==> config.mk <==
export PLATFORM = sky130hd
export DESIGN_NAME = supercar_driver
export DESIGN_NICKNAME = d
export VERILOG_FILES = /design/src/rtl/supercar_pkg.sv /design/src/rtl/supercar_driver_tick_gen.sv /design/src/rtl/supercar_driver.sv
export SDC_FILE = /design/constraint.sdc
export NUM_CORES = 1
export LEC_CHECK = 0
export ABC_AREA = 1
export ABC_CLOCK_PERIOD_IN_PS = 3300
export BUFFER_PORTS_ARGS = -buffer_cell sky130_fd_sc_hd__buf_4
export CELL_PAD_IN_SITES_DETAIL_PLACEMENT = 0
export CELL_PAD_IN_SITES_GLOBAL_PLACEMENT = 1
export CORE_MARGIN = 2
export CORE_UTILIZATION = 44
export DETAILED_ROUTE_END_ITERATION = 7
export GPL_TIMING_DRIVEN = 0
export PLACE_DENSITY = 0.83
export SLEW_MARGIN = 10
export SYNTH_ARGS = -nofsm -noshare
export SYNTH_HDL_FRONTEND = slang
export SYNTH_SLANG_ARGS = --single-unit
==> constraint.sdc <==
create_clock -name clk -period 3.3 [get_ports clk]
set_input_delay 0.495 -clock clk [delete_from_list [all_inputs] [get_ports clk]]
set_output_delay 0.495 -clock clk [all_outputs]
set_load 0.05 [all_outputs]
==> src/rtl/supercar_pkg.sv <==
// Shared types and constants for the supercar (bouncing light) register driver.
package supercar_pkg;

  typedef enum logic [1:0] {
    ST_IDLE  = 2'd0,
    ST_SEED  = 2'd1,
    ST_RUN   = 2'd2,
    ST_CLEAR = 2'd3
  } state_t;

  localparam int N_BIT_DEF = 4;
  localparam int DIV_DEF   = 4;
  localparam int SPEED_W   = 2;

endpackage

==> src/rtl/supercar_driver_tick_gen.sv <==
// Prescaler for the supercar driver: counts 0..div-1 while run is high and
// pulses tick on the last count; clr restarts the count from 0.
module tick_gen #(
  parameter int DW = 4
) (
  input  logic          clk,
  input  logic          rst,
  input  logic          clr,
  input  logic          run,
  input  logic [DW-1:0] div,
  output logic          tick
);

  logic [DW-1:0] r_cnt;
  logic          w_last;

  assign w_last = (r_cnt == (div - DW'(1)));
  assign tick   = run && w_last;

  always_ff @(posedge clk or posedge rst) begin
    if (rst) begin
      r_cnt <= '0;
    end else if (clr || !run || w_last) begin
      r_cnt <= '0;
    end else begin
      r_cnt <= r_cnt + DW'(1);
    end
  end

endmodule

==> src/rtl/supercar_driver.sv <==
// Drives an external bouncing shift register: seeds a trail of lit bits, then
// keeps shifting while modelling the head position. SUPERCAR_DRIVER_SPEED_EN adds a speed port.
//
// state    | meaning
// ---------+----------------------------------------------
// ST_IDLE  | waiting for start; register untouched
// ST_SEED  | shifting in ones, one per tick, trail times
// ST_RUN   | shifting in zeros, one per tick, until stop
// ST_CLEAR | one-cycle clear pulse to the register
module supercar_driver
  import supercar_pkg::*;
#(
  parameter int N_BIT = N_BIT_DEF,
  parameter int DIV   = DIV_DEF,
  parameter int TW    = $clog2(N_BIT)
) (
  input  logic                     clk,
  input  logic                     rst,
  input  logic                     start,
  input  logic                     stop,
  input  logic [TW-1:0]            trail,
`ifdef SUPERCAR_DRIVER_SPEED_EN
  input  logic [SPEED_W-1:0]       speed,
`endif
  output logic                     shr_en,
  output logic                     shr_sin,
  output logic                     shr_clr,
  output logic                     busy,
  output logic [$clog2(N_BIT)-1:0] pos,
  output logic                     dir
);

  localparam int PW = $clog2(N_BIT);
  localparam int DW = $clog2((DIV << 3) + 1);

  state_t          r_state;
  state_t          w_state_nxt;
  logic [PW-1:0]   r_seed_left;
  logic [PW-1:0]   r_pos;
  logic            r_dir;
  logic            r_first;
  logic [PW-1:0]   w_trail_lat;
  logic [PW-1:0]   w_pos_nxt;
  logic            w_dir_nxt;
  logic            w_accept;
  logic            w_run;
  logic            w_tick;
  logic [DW-1:0]   w_div;

`ifdef SUPERCAR_DRIVER_SPEED_EN
  logic [DW-1:0]   r_div;
  assign w_div = r_div;
`else
  assign w_div = DW'(DIV);
`endif

  assign w_accept = (r_state == ST_IDLE) && start && !stop;
  assign w_run    = (r_state == ST_SEED) || (r_state == ST_RUN);
  assign pos      = r_pos;
  assign dir      = r_dir;

  tick_gen #(.DW(DW)) u_tick_gen (
    .clk  (clk),
    .rst  (rst),
    .clr  (w_state_nxt != r_state),
    .run  (w_run),
    .div  (w_div),
    .tick (w_tick)
  );

  always_ff @(posedge clk or posedge rst) begin
    if (rst) r_state <= ST_IDLE;
    else     r_state <= w_state_nxt;
  end

  always_comb begin
    w_state_nxt = r_state;
    case (r_state)
      ST_IDLE:  if (w_accept) w_state_nxt = ST_SEED;
      ST_SEED: begin
        if (stop)                                    w_state_nxt = ST_CLEAR;
        else if (w_tick && r_seed_left == PW'(1))    w_state_nxt = ST_RUN;
      end
      ST_RUN:   if (stop) w_state_nxt = ST_CLEAR;
      default:  w_state_nxt = ST_IDLE;
    endcase
  end

  // stop beats a coincident tick so the register never shifts on the way out
  always_comb begin
    shr_en  = w_run && w_tick && !stop;
    shr_sin = shr_en && (r_state == ST_SEED);
    shr_clr = (r_state == ST_CLEAR);
    busy    = (r_state != ST_IDLE);
  end

  always_comb begin
    w_trail_lat = PW'(trail);
    if (trail == '0)                w_trail_lat = PW'(1);
    else if (int'(trail) > N_BIT-1) w_trail_lat = PW'(N_BIT - 1);
  end

  always_comb begin
    w_pos_nxt = r_pos;
    w_dir_nxt = r_dir;
    if (!r_dir) begin
      if (r_pos == PW'(N_BIT - 1)) begin
        w_dir_nxt = 1'b1;
        w_pos_nxt = PW'(N_BIT - 2);
      end else begin
        w_pos_nxt = r_pos + PW'(1);
      end
    end else begin
      if (r_pos == '0) begin
        w_dir_nxt = 1'b0;
        w_pos_nxt = PW'(1);
      end else begin
        w_pos_nxt = r_pos - PW'(1);
      end
    end
  end

  // the first seed tick lights the head at 0, so movement starts on the second
  always_ff @(posedge clk or posedge rst) begin
    if (rst) begin
      r_seed_left <= PW'(1);
      r_pos       <= '0;
      r_dir       <= 1'b0;
      r_first     <= 1'b0;
`ifdef SUPERCAR_DRIVER_SPEED_EN
      r_div       <= DW'(DIV);
`endif
    end else if (w_accept) begin
      r_seed_left <= w_trail_lat;
      r_pos       <= '0;
      r_dir       <= 1'b0;
      r_first     <= 1'b1;
`ifdef SUPERCAR_DRIVER_SPEED_EN
      r_div       <= DW'(DIV) << speed;
`endif
    end else if (shr_en) begin
      r_first <= 1'b0;
      if (!r_first) begin
        r_pos <= w_pos_nxt;
        r_dir <= w_dir_nxt;
      end
      if (r_state == ST_SEED) r_seed_left <= r_seed_left - PW'(1);
    end
  end

endmodule
==> impl_metrics.py <==
metrics = {
    "floorplan": {
        "core-area_sq_um": 1922,
        "initial_utilization_pct": 45.44,
        "fp.dieH_um": 48.55,
        "die_area_sq_um": 2357,
        "rows": 16,
        "die_w_um": 48.55,
        "ios": 13,
    },
    "global_routing": {
        "grt_usage_pct": 15.07,
        "grt_start_max_net_pins": 15,
        "antenna_found_initial": 0,
        "grt_first_pass_wirelength_mm": 2.794,
        "grt_pass1_vias": 671,
        "grt_overflow": 0,
    },
    "worst_hold_path": {
        "hold_path_class": "input port to async pin",
    },
    "sta": {
        "setup-violations-final": 0,
        "min_period_ns": 2.234,
        "hold_viol": 0,
        "rsz0062_at_grt": "no",
        "maxSlewHeadroom_pct": 64.73,
        "maxSlewViolCount": 0,
        "fin_skew_ns": 0.002394,
        "fin_crit_sh_pct": 67.70,
        "tns_ns": 0,
        "max_freq_mhz": 447.6,
        "worst_slew_pin_slew_ns": 0.5285,
        "hold_ws_ns": 0.2470,
    },
    "yosys": {
        "syn_nets": 112,
        "synth.most_common_cell": "inv_1",
        "yosysSeqAreaShare_pct": 40.26,
        "synth_cell_types": 25,
        "syn_avg_cell_area_sq_um": 8.822,
        "syn_inst": 99,
        "ys.flop_type": "dfrtp_1",
        "yosys-top-cells-area": "dfrtp_1 (37%), ha_1 (10%), inv_1 (6.9%)",
        "yosys.area.top_type": "dfrtp_1",
        "synth-async-reset-ratio_pct": 100.0,
        "synth.ff_latch_count": 14,
        "yosysWarnings": 0,
        "synthTopCellsByCount": "inv_1 (16), nand2_1 (14), dfrtp_1 (13)",
        "synth-edff-count": 0,
        "yosysTopAreaCellShare_pct": 37.25,
        "syn_area_sq_um": 873.3,
    },
    "worst_setup_path": {
        "cpMaxStageDelayCell": "dfrtp_1",
        "reg2reg_slack_ns": 1.41,
        "critPathCapture": "shr_sin",
        "crit_top_cell": "inv_1",
        "critPathRequiredTime_ns": 2.80,
        "end_kind": "primary output",
        "critPathLaunchType": "flop",
        "rr_startpoint": "r_state[0]",
        "path_cells": "inv_1, ha_1, nand3_2, inv_2, nand2_2, inv_1, buf_4",
        "rr_worst_depth": 10,
        "rr_endpoint": "u_tick_gen.r_cnt[3]",
        "cpPeakStageDelay_ns": 0.47,
        "crit_fanout": 7,
        "timing_worst_setup_path_type": "flop to primary output",
        "critPathArrivalTime_ns": 1.74,
        "startpoint": "r_state[0]",
    },
    "placed_design": {
        "dp.cells": 138,
        "dp_hpwl_mm": 1.142,
        "gp_congestion": 0.7870,
        "portBuffers": 12,
    },
    "routing": {
        "drt_iter0_drc": 10,
        "drtAntennaViolNets": 0,
        "via_per_inst": 4.669,
        "first_pass_iters": 4,
        "vias": 663,
        "avgRoutedWirePerCell_um": 10.42,
        "wl_mm": 1.479,
        "drc_errors": 0,
    },
    "clock_network": {
        "insertion_delay_ns": 0.28,
        "cts_root_buf": "clkbuf_4",
        "cts.sinks": 14,
        "cts_tree": "built",
        "cts_hold_buf": 0,
        "cts_setup_buffers": 0,
        "cts.reportedPaths.clkPinSlew_ns": 0.09,
        "h-tree-depth": 1,
        "cts_buffers": 3,
        "cts.path.max_buffers": 2,
        "post_cts_resized": 0,
    },
    "final_layout": {
        "final_nets": 129,
        "area_delta_synth_final_pct": 17.19,
        "drive_above_1_share_pct": 25.22,
        "finish.utilization_pct": 53.26,
        "final_cells": 142,
        "diodes": 0,
    },
    "run_status": {
        "status": "finished clean",
    },
    "power_and_ir_drop": {
        "p_leak_uw": 0.0005222,
        "vdd_ir_drop_max_mv": 0.4896,
        "p_per_area_nw_per_um2": 851.6,
    },
    "run": {
        "cap_viol_max_count": 0,
    },
}
worst max-delay path, delay by kind of cell, from the launching register on:
kind / cells / cell delay, ns
AND/OR/NAND/NOR: 2 / 0.18
buffers and inverters: 4 / 0.45
adder cells (fa/ha/maj): 1 / 0.35
flip-flops: 1 / 0.47
final cells by class:
class / instances / area [sq um]
Fill cell: 198 / 898.4
Timing Repair Buffer: 12 / 90.09
Tap cell: 27 / 33.78
Inverter: 18 / 67.56
Sequential cell: 14 / 351.6
Clock buffer: 4 / 26.28
Multi-Input combinational cell: 67 / 454.2
through the flow:
step | total power, uW | worst slack, ns | area [sq um]
after global routing | 956.8 | 0.9158 | 1023
final | 871.6 | 1.066 | 1023
after floorplan | 660.9 | 1.206 | 873.3
after global placement | 764.5 | 1.358 | 997.2
after CTS | 886.6 | 1.039 | 1023
after detailed placement | 777.2 | 1.368 | 997.2
cell usage in the layout (no fill, tap or decap), drive strengths merged:
cell / count
xnor2: 1
nor4: 1
mux2: 1
a31oi: 2
o21ai: 5
buf: 12
nand2: 17
nand3: 10
dfstp: 1
nor2: 12
a21oi: 4
xor2: 3
ha: 7
o221ai: 1
nand3b: 1
clkbuf: 4
nand4: 1
inv: 18
a22oi: 1
dfrtp: 13
how the worst min path moves through the flow:
stage / start / endpoint / slack, ns / cells after the start
2_1_floorplan: rst / dir / 0.38 / 1
3_3_place_gp: u_tick_gen.r_cnt[0] / u_tick_gen.r_cnt[0] / 0.45 / 1
3_5_place_dp: u_tick_gen.r_cnt[0] / u_tick_gen.r_cnt[0] / 0.46 / 1
4_1_cts: rst / u_tick_gen.r_cnt[2] / 0.26 / 2
5_1_grt: rst / u_tick_gen.r_cnt[2] / 0.30 / 2
6_report: rst / pos[0] / 0.25 / 2
report_power, final:
| part | switching (uW) | internal, uW |
|---|---|---|
| Clock | 56.9 | 46.9 |
| Combinational | 319 | 170 |
| Sequential | 51.8 | 227 |
sequential cells by signal, indices dropped and copies added, names as in the netlist:
signal	flops
r_state	2
pos	2
u_tick_gen.r_cnt	6
dir	1
r_first	1
r_seed_left	2
routing by layer:
metal	track usage, %	vias to the layer above	part of all wire (%)
li1	-	350	-
met1	18.81	303	48
met2	25.69	8	48
met3	2.160	2	3.6
met4	7.143	0	0.88
met5	0	-	0
cell families after synthesis:
group	synth area share (%)
buf+inv	7.737
compound gates	10.32
simple gates	25.93
flops	40.26
mux	1.719
fa+ha+maj	10.03
xor+xnor	4.012
No activity file was read; power rests on OpenSTA's default activity.
